===== src/rtl/fifo_pop_ctrl_if.sv =====
// Bundle between fifo_pop_ctrl, the fifo read port it drains and the downstream
// stage. Master is the controller, slave is whoever sits around it.
interface fifo_pop_ctrl_if #(
  parameter int BITNUMBER = 6
);
  logic                 Fifo_empty;
  logic                 almost_empty;
  logic                 can_pop;
  logic [BITNUMBER-1:0] Fifo_Data_out;
  logic                 valid_read;
  logic                 Fifo_rd_error;
  logic                 Fifo_rd;
  logic                 out_ready;
  logic [BITNUMBER-1:0] data_out;
  logic                 data_valid;

  // Downstream handshake: a word moves on every clk edge where data_valid and
  // out_ready are both 1; data_out is held stable while data_valid && !out_ready.
  modport master (
    input  Fifo_empty, almost_empty, can_pop, Fifo_Data_out, valid_read,
           Fifo_rd_error, out_ready,
    output Fifo_rd, data_out, data_valid
  );

  modport slave (
    output Fifo_empty, almost_empty, can_pop, Fifo_Data_out, valid_read,
           Fifo_rd_error, out_ready,
    input  Fifo_rd, data_out, data_valid
  );
endinterface


===== src/rtl/fifo_pop_ctrl.sv =====
// Read-side master for a fifo with registered read latency: issues credit-limited
// pops, catches the returning words in a small skid buffer and re-presents them.
module fifo_pop_ctrl #(
  parameter int BITNUMBER  = 6,
  parameter int SKID_DEPTH = 4,
  parameter int RD_LAT     = 2,
  parameter int ERR_W      = 4
) (
  input  logic             clk,
  input  logic             reset,
  input  logic             enable_i,
  fifo_pop_ctrl_if.master  bus,
  output logic             idle_o,
  output logic [ERR_W-1:0] err_count_o,
  output logic [1:0]       state_o
);
  localparam int CW = $clog2(SKID_DEPTH) + 1;
  localparam int PW = (SKID_DEPTH > 1) ? $clog2(SKID_DEPTH) : 1;
  localparam logic [CW:0]      DEPTH_C  = (CW+1)'(SKID_DEPTH);
  localparam logic [CW-1:0]    FULL_C   = CW'(SKID_DEPTH);
  localparam logic [PW-1:0]    LAST_PTR = PW'(SKID_DEPTH - 1);
  localparam logic [ERR_W-1:0] ERR_MAX  = '1;

  if (SKID_DEPTH < RD_LAT + 1) begin : g_bad_depth
    $error("fifo_pop_ctrl: SKID_DEPTH must be at least RD_LAT+1");
  end

  typedef enum logic [1:0] {
    IDLE  = 2'b00,
    READ  = 2'b01,
    WAIT  = 2'b10,
    FLUSH = 2'b11
  } state_e;

  state_e               state_q, state_d;
  logic                 fifo_rd_q, fifo_rd_d;
  logic [CW-1:0]        outst_q, outst_d;
  logic [CW-1:0]        cnt_q, cnt_d;
  logic [PW-1:0]        wr_ptr_q, wr_ptr_d;
  logic [PW-1:0]        rd_ptr_q, rd_ptr_d;
  logic [ERR_W-1:0]     err_q, err_d;
  logic [BITNUMBER-1:0] mem_q [SKID_DEPTH];

  logic [CW:0] committed;
  logic        credit_ok, skid_full, spurious, overflow;
  logic        rsp_ok, wr_en, rd_en, dv, err_event;

  function automatic logic [PW-1:0] ptr_inc(input logic [PW-1:0] p);
    return (p == LAST_PTR) ? '0 : p + 1'b1;
  endfunction

  // A pop currently on Fifo_rd is not yet in outst_q, so it is charged here too.
  assign committed = {1'b0, outst_q} + {1'b0, cnt_q} + {{CW{1'b0}}, fifo_rd_q};
  assign credit_ok = committed < DEPTH_C;
  assign skid_full = (cnt_q == FULL_C);
  assign spurious  = bus.valid_read && (outst_q == '0);
  assign overflow  = bus.valid_read && skid_full;
  assign rsp_ok    = bus.valid_read && !spurious;
  assign wr_en     = rsp_ok && !skid_full;
  assign dv        = (cnt_q != '0);
  assign rd_en     = dv && bus.out_ready;
  assign err_event = bus.Fifo_rd_error || spurious || overflow;

  always_comb begin
    outst_d  = outst_q;
    cnt_d    = cnt_q;
    wr_ptr_d = wr_ptr_q;
    rd_ptr_d = rd_ptr_q;
    err_d    = err_q;
    case ({fifo_rd_q, rsp_ok})
      2'b10:   outst_d = outst_q + 1'b1;
      2'b01:   outst_d = outst_q - 1'b1;
      default: outst_d = outst_q;
    endcase
    case ({wr_en, rd_en})
      2'b10:   cnt_d = cnt_q + 1'b1;
      2'b01:   cnt_d = cnt_q - 1'b1;
      default: cnt_d = cnt_q;
    endcase
    if (wr_en) wr_ptr_d = ptr_inc(wr_ptr_q);
    if (rd_en) rd_ptr_d = ptr_inc(rd_ptr_q);
    if (err_event && (err_q != ERR_MAX)) err_d = err_q + 1'b1;
  end

  // The almost_empty term covers the pop already on Fifo_rd, which the fifo's
  // empty flag does not reflect until the following cycle.
  always_comb begin
    state_d   = state_q;
    fifo_rd_d = 1'b0;
    case (state_q)
      IDLE: begin
        if (enable_i) state_d = READ;
      end
      READ: begin
        if (!enable_i)      state_d = FLUSH;
        else if (!credit_ok) state_d = WAIT;
        fifo_rd_d = enable_i && bus.can_pop && !bus.Fifo_empty && credit_ok &&
                    !(fifo_rd_q && bus.almost_empty);
      end
      WAIT: begin
        if (!enable_i)      state_d = FLUSH;
        else if (credit_ok) state_d = READ;
      end
      FLUSH: begin
        if (outst_q == '0) state_d = IDLE;
      end
      default: state_d = IDLE;
    endcase
  end

  always_ff @(posedge clk) begin
    if (!reset) begin
      state_q   <= IDLE;
      fifo_rd_q <= 1'b0;
      outst_q   <= '0;
      cnt_q     <= '0;
      wr_ptr_q  <= '0;
      rd_ptr_q  <= '0;
      err_q     <= '0;
    end else begin
      state_q   <= state_d;
      fifo_rd_q <= fifo_rd_d;
      outst_q   <= outst_d;
      cnt_q     <= cnt_d;
      wr_ptr_q  <= wr_ptr_d;
      rd_ptr_q  <= rd_ptr_d;
      err_q     <= err_d;
    end
  end

  always_ff @(posedge clk) begin
    if (reset && wr_en) mem_q[wr_ptr_q] <= bus.Fifo_Data_out;
  end

  assign bus.Fifo_rd    = fifo_rd_q;
  assign bus.data_valid = dv;
  assign bus.data_out   = dv ? mem_q[rd_ptr_q] : '0;
  assign idle_o         = (state_q == IDLE) && (outst_q == '0) && (cnt_q == '0);
  assign err_count_o    = err_q;
  assign state_o        = state_q;
endmodule


===== src/flat_wrapper.sv =====
// flat-port wrapper written by rule: the top's interface ports become plain ports
module fifo_pop_ctrl_flat 
#(
  parameter int BITNUMBER  = 6,
  parameter int SKID_DEPTH = 4,
  parameter int RD_LAT     = 2,
  parameter int ERR_W      = 4
)
  (clk, reset, enable_i, idle_o, err_count_o, state_o, bus_Fifo_empty, bus_almost_empty, bus_can_pop, bus_Fifo_Data_out, bus_valid_read, bus_Fifo_rd_error, bus_out_ready, bus_Fifo_rd, bus_data_out, bus_data_valid);
  fifo_pop_ctrl_if #(.BITNUMBER(BITNUMBER)) bus_i ();
  input  logic clk;
  input  logic reset;
  input  logic enable_i;
  output logic idle_o;
  output logic [ERR_W-1:0] err_count_o;
  output logic [1:0] state_o;
  input wire logic [$bits(bus_i.Fifo_empty)-1:0] bus_Fifo_empty;
  input wire logic [$bits(bus_i.almost_empty)-1:0] bus_almost_empty;
  input wire logic [$bits(bus_i.can_pop)-1:0] bus_can_pop;
  input wire logic [$bits(bus_i.Fifo_Data_out)-1:0] bus_Fifo_Data_out;
  input wire logic [$bits(bus_i.valid_read)-1:0] bus_valid_read;
  input wire logic [$bits(bus_i.Fifo_rd_error)-1:0] bus_Fifo_rd_error;
  input wire logic [$bits(bus_i.out_ready)-1:0] bus_out_ready;
  output wire logic [$bits(bus_i.Fifo_rd)-1:0] bus_Fifo_rd;
  output wire logic [$bits(bus_i.data_out)-1:0] bus_data_out;
  output wire logic [$bits(bus_i.data_valid)-1:0] bus_data_valid;
  assign bus_i.Fifo_empty = bus_Fifo_empty;
  assign bus_i.almost_empty = bus_almost_empty;
  assign bus_i.can_pop = bus_can_pop;
  assign bus_i.Fifo_Data_out = bus_Fifo_Data_out;
  assign bus_i.valid_read = bus_valid_read;
  assign bus_i.Fifo_rd_error = bus_Fifo_rd_error;
  assign bus_i.out_ready = bus_out_ready;
  assign bus_Fifo_rd = bus_i.Fifo_rd;
  assign bus_data_out = bus_i.data_out;
  assign bus_data_valid = bus_i.data_valid;
  fifo_pop_ctrl #(.BITNUMBER(BITNUMBER), .SKID_DEPTH(SKID_DEPTH), .RD_LAT(RD_LAT), .ERR_W(ERR_W)) u_core (.clk(clk), .reset(reset), .enable_i(enable_i), .bus(bus_i), .idle_o(idle_o), .err_count_o(err_count_o), .state_o(state_o));
endmodule

===== config.mk =====
export PLATFORM = sky130hd
export DESIGN_NAME = fifo_pop_ctrl_flat
export DESIGN_NICKNAME = d
export VERILOG_FILES = /design/src/rtl/fifo_pop_ctrl_if.sv /design/src/rtl/fifo_pop_ctrl.sv /design/src/flat_wrapper.sv
export SDC_FILE = /design/constraint.sdc
export NUM_CORES = 1
export LEC_CHECK = 0
export CAP_MARGIN = 20
export CORE_MARGIN = 5
export CORE_UTILIZATION = 55
export DETAILED_ROUTE_END_ITERATION = 12
export DONT_BUFFER_PORTS = 1
export PLACE_DENSITY = 0.79
export SLEW_MARGIN = 5
export SYNTH_ARGS = -nofsm -noshare
export SYNTH_HDL_FRONTEND = slang
export SYNTH_SLANG_ARGS = --single-unit

===== constraint.sdc =====
create_clock -name clk -period 2.3 [get_ports clk]
set_input_delay 0.46 -clock clk [delete_from_list [all_inputs] [get_ports clk]]
set_output_delay 0.46 -clock clk [all_outputs]
set_load 0.01 [all_outputs]

# Yosys cells after proc, flatten, opt, wreduce, memory -nomap -nowiden
# Memory sizes are Yosys's and may differ from the RTL's. A register that Yosys moved wholly into a read port is not among the register bits.
# Index checks and enable logic that the tools add are counted.
# op_classes
n_mux,16
add_sub_neg,9
n_lt_le_gt_ge,1
n_eq_ne,15
n_reduce_logical,28
# ops
cell,n
2-bit two-way mux,10
1-bit logical AND,14
2-bit equality test (second input constant),6
3-bit case mux with 2 select lines,2
2-bit case mux with 4 select lines,1
3-bit by 1-bit adder with 3-bit output (second input constant),2
2-bit by 1-bit equality test with 1-bit output (second input constant),3
3-bit zero test,2
6-bit two-way mux,1
3-bit by 1-bit subtractor with 3-bit output (second input constant),2
2-bit by 1-bit adder with 2-bit output (second input constant),2
3-bit by 3-bit adder with 4-bit output,1
4-bit by 1-bit adder with 4-bit output,1
4-bit by 1-bit adder with 4-bit output (second input constant),1
1-bit zero test,4
4-bit by 3-bit < comparator with 1-bit output (second input constant),1
4-bit != test (second input constant),1
4-bit AND reduction,1
2-bit nonzero test,2
3-bit equality test (second input constant),1
3-bit by 2-bit != test with 1-bit output (second input constant),1
3-bit != test (second input constant),1
3-bit nonzero test,1
2-bit zero test,1
other kinds (5),7
# totals
wordCells,77
ramBits,24
ff_bits,17
input_bits,15
n_memories,1
output_inout_bits,15
# memory_table
memory,words,word_bits,read_ports,rd_ports_with_merged_regs,wr,line_no,source
u_core.mem_q,4,6,1,1,1,fifo_pop_ctrl.sv:42,logic [BITNUMBER-1:0] mem_q [SKID_DEPTH];

# Depth between registers and ports, before layout
# depth
ltp_word,8
mapped_depth,9
depth_no_buf,9

# Worst setup path before layout
# No wires, ideal clock.
# synth_timing
kind,flip-flop to flip-flop
from,register u_core.cnt_q[2]
to,register u_core.cnt_q[2]
setup_slack_ps,123
required_time_ps,2229
stages_incl_launch_ff,10
path_buffers,0
t_arrival_ps,2106
setup_time_ps,71
synth_period_minus_slack_ps,2177
cell_sequence,dfxtp_1 -> nor3b_1 -> nor2_1 -> inv_1 -> ha_1 -> inv_1 -> fa_1 -> xor2_1 -> or3_1 -> a21oi_1
# synth_between
elab_chain_len,5
word_cells_on_any_way,11
classes_between,2 x add/sub; 3 x eq/ne; 1 x mux; 5 x reduce/logical
# synth_rtl
item,line_no,source
"start, declared",fifo_pop_ctrl.sv:38,"logic [CW-1:0] cnt_q, cnt_d;"
"start signal, assigned",fifo_pop_ctrl.sv:124,cnt_q <= cnt_d;
3-bit equality test,fifo_pop_ctrl.sv:55,assign skid_full = (cnt_q == FULL_C);
1-bit zero test,fifo_pop_ctrl.sv:59,assign wr_en = rsp_ok && !skid_full;
1-bit logical AND,fifo_pop_ctrl.sv:59,
2-bit by 1-bit equality test with 1-bit output / 2-bit equality test (equally long branches),fifo_pop_ctrl.sv:75,"case ({wr_en, rd_en})"
3-bit case mux with 2 select lines / 2-bit nonzero test (equally long branches),-,
# Several ways; a longest one is shown, not always the timed one.
# A chain may end at the register's enable or synchronous reset.

# Final worst setup path
# layout_timing
from,register u_core.outst_q[2]
to,register u_core.outst_q[2]
# layout_between
elab_chain_len,6
word_cells_on_any_way,10
classes_between,2 x add/sub; 2 x eq/ne; 1 x mux; 5 x reduce/logical
# layout_rtl
item,line_no,source
"start, declared",fifo_pop_ctrl.sv:37,"logic [CW-1:0] outst_q, outst_d;"
"start signal, assigned",fifo_pop_ctrl.sv:123,outst_q <= outst_d;
3-bit zero test,fifo_pop_ctrl.sv:56,assign spurious = bus.valid_read && (outst_q == '0);
1-bit logical AND,fifo_pop_ctrl.sv:56,
1-bit zero test,fifo_pop_ctrl.sv:58,assign rsp_ok = bus.valid_read && !spurious;
1-bit logical AND,fifo_pop_ctrl.sv:58,
2-bit by 1-bit equality test with 1-bit output / 2-bit equality test (equally long branches),fifo_pop_ctrl.sv:70,"case ({fifo_rd_q, rsp_ok})"
3-bit case mux with 2 select lines / 2-bit nonzero test (equally long branches),-,
# Several ways; a longest one is shown, not always the timed one.

==> impl_metrics.toml <==
[status]
status = "finished, final reports clean"

[die]
initial_utilization = 0.566
core_region_area_sq_um = 3630
die-height_um = 71.2
num_rows = 22
num_io_pins = 30
die-area_sq_um = 5060
fp.dieW_um = 71.2

[global_route]
grt_usage = 0.172
grt_pass1_vias = 1441
grt_max_degree = 16
grt_antenna_before_repair = 0
grt_pass1_wl_um = 6780
grt-ovfl-total = 0

[layout]
finish.instance_area_sq_um = 2260
drive_gt1_frac = 0.131
nets = 210
area_delta_synth_final_pct = 9.91
instances_no_fill = 231
antenna_cells = 0
fillers = 288

[logic_synthesis]
yosysWarnings = 0
synthTopCellsByArea = "edfxtp_1 35%, dfxtp_1 18%, ha_1 6.7%"
syn_area_per_cell_sq_um = 11.9
ys_ff_latch = 43
synth-edff-count = 24
synth_seq_area_share = 0.535
synth_top_area_frac = 0.350
syn_inst = 173
syn_area_sq_um = 2060
yosys_most_used_dff = "edfxtp_1"
yosysMostFrequentCell = "edfxtp_1"
ys_top_cells_by_count = "24 x edfxtp_1, 19 x dfxtp_1, 16 x inv_1"
synth_cell_type_count = 41
async_flop_share = 0
synth_top_area_cell = "edfxtp_1"
synthesis.nets = 201

[critical_path]
critPathRequiredTime_ns = 2.53
cp_slowest_cell = "dfxtp_1"
end_kind = "flip-flop"
arrival_ns = 2.40
crit_top_cell = "inv_1"
cp_top_family = "adder cells"
rr_startpoint = "u_core.outst_q[2]"
startpoint = "u_core.outst_q[2]"
critPathLaunchType = "flip-flop"
critPathKind = "reg -> reg"
path_cells = "o31ai_4 -> buf_4 -> inv_1 -> ha_1 -> inv_1 -> fa_1 -> xor2_1 -> or3_1 -> a21oi_1"
cpPeakStageDelay_ns = 0.48
cp_max_fo = 7
path_buf_inv = 3

[timing]
finalSetupViolations = 0
worst_slew_pin_slew_ns = 0.422
setup_ws_ns = 0.129
slew_headroom = 0.712
post-route-min-period_ns = 2.17
hold_violations = 0
fin_crit_sh = 0.944
drv_slew = 0
holdWs_ns = 0.247
fin_skew_ns = 0.00821
fmax_mhz = 461
rsz0062_at_grt = "false"
tns_ns = 0

[power_and_ir_drop]
p_leak_uw = 0.000801
ir_drop_mv = 0.331
p_per_area_nw_per_um2 = 681

[drt]
num_vias = 1403
routedWlPerCell_um = 17.4
drtAntennaViolNets = 0
routed_wl_um = 4030
drt_iter0_drc = 46
avgViaCountPerCell = 6.07
drc = 0
firstDrtPassIters = 4

[clock_network]
cts_inserted_buffers = 5
clk_pin_slew_ns = 0.09
clockBufferDepth = 2
cts_tree = "done"
cts_hold_buf = 0
ctsHtreeMaxLevel = 2
cts.sinks = 43
ctsRootBufferMaster = "clkbuf_8"
clk_latency_ns = 0.30

[place]
pre_cts_slack_ns = 0.0397
dpl-instance-area_sq_um = 2140
dp.cells = 222
post-dp-hpwl_um = 3020
gp_congestion = 0.760
port_buffers = 0

[flow_run]
cap_violations = 0

[min_path]
hold_class = "in -> reg"
hp-start = "bus_Fifo_Data_out[4]"
-- final cells by class --
cell class / count / area [sq um] / share of cell area
Clock buffer: 5 / 68.8 / 0.0304
Clock inverter: 3 / 23.8 / 0.0105
Inverter: 16 / 60.1 / 0.0266
Multi-Input combinational cell: 109 / 895 / 0.396
Sequential cell: 43 / 1100 / 0.487
Tap cell: 48 / 60.1 / 0.0266
Timing Repair Buffer: 7 / 52.6 / 0.0232
-- repair_timing --
item	in CTS	in global routing
setup endpoints to repair	1	1
resized for setup	1	2
pin swaps	0	1
buffers inserted	0	1
cloned	0	0
-- stage by stage --
stage	power (uW)	util
after CTS	1550	0.616
after global placement	1050	0.590
after detailed placement	1070	0.590
after global routing	1610	0.622
after floorplan	1020	-
final	1540	0.622
-- sequential cells by signal (all words and copies together), names as in the netlist, named ones only --
signal              count
u_core.wr_ptr_q         2
u_core.state_o          2
u_core.outst_q          3
u_core.mem_q           24
u_core.bus.Fifo_rd      1
u_core.cnt_q            3
u_core.rd_ptr_q         2
u_core.err_count_o      4
-- cell usage in the layout (no fill, tap or decap), drive strengths merged, types with 5 or more instances in the layout --
cell,synthesis,layout
clkbuf,4,5
nor2,11,11
inv,16,17
buf,1,7
edfxtp,24,24
mux4,6,6
dfxtp,19,19
and2,7,7
and3,5,5
nand2,8,8
ha,11,11
a21oi,9,9
nand3,5,5
-- path summary, 6_finish.rpt --
check / end / slack (ns) / cells after the start
max: u_core.outst_q[2] / 0.13 / 9
min: u_core.mem_q[2][4] / 0.25 / 0
max reg2reg: u_core.outst_q[2] / 0.13 / 9
min reg2reg: flip-flop / 0.50 / 2
-- per-layer routing --
| layer | vias to the layer above | track usage | routed length, um |
|---|---|---|---|
| met2 | 47 | 0.310 | 2160 |
| met3 | 10 | 0.0597 | 256 |
| met5 | - | 0 | 0 |
| li1 | 661 | - | - |
| met4 | 0 | 0.0647 | 79 |
| met1 | 685 | 0.184 | 1530 |
-- kinds of logic after synthesis --
| kind of cell | after synthesis | share of synthesized area |
|---|---|---|
| compound gates | 29 | 0.0955 |
| buf+inv | 21 | 0.0389 |
| xor+xnor | 4 | 0.0170 |
| fa+ha+maj | 13 | 0.0864 |
| simple gates | 56 | 0.156 |
| flops | 43 | 0.535 |
| mux | 7 | 0.0706 |
-- power breakdown --
group / switching (uW) / leakage (uW) / internal [uW]
logic: 89.8 / 0.000391 / 85.0
clock network: 270 / 0.0000408 / 217
registers: 43.2 / 0.000370 / 835
total: 403 / 0.000801 / 1140
(Power assumes the default switching activity.)
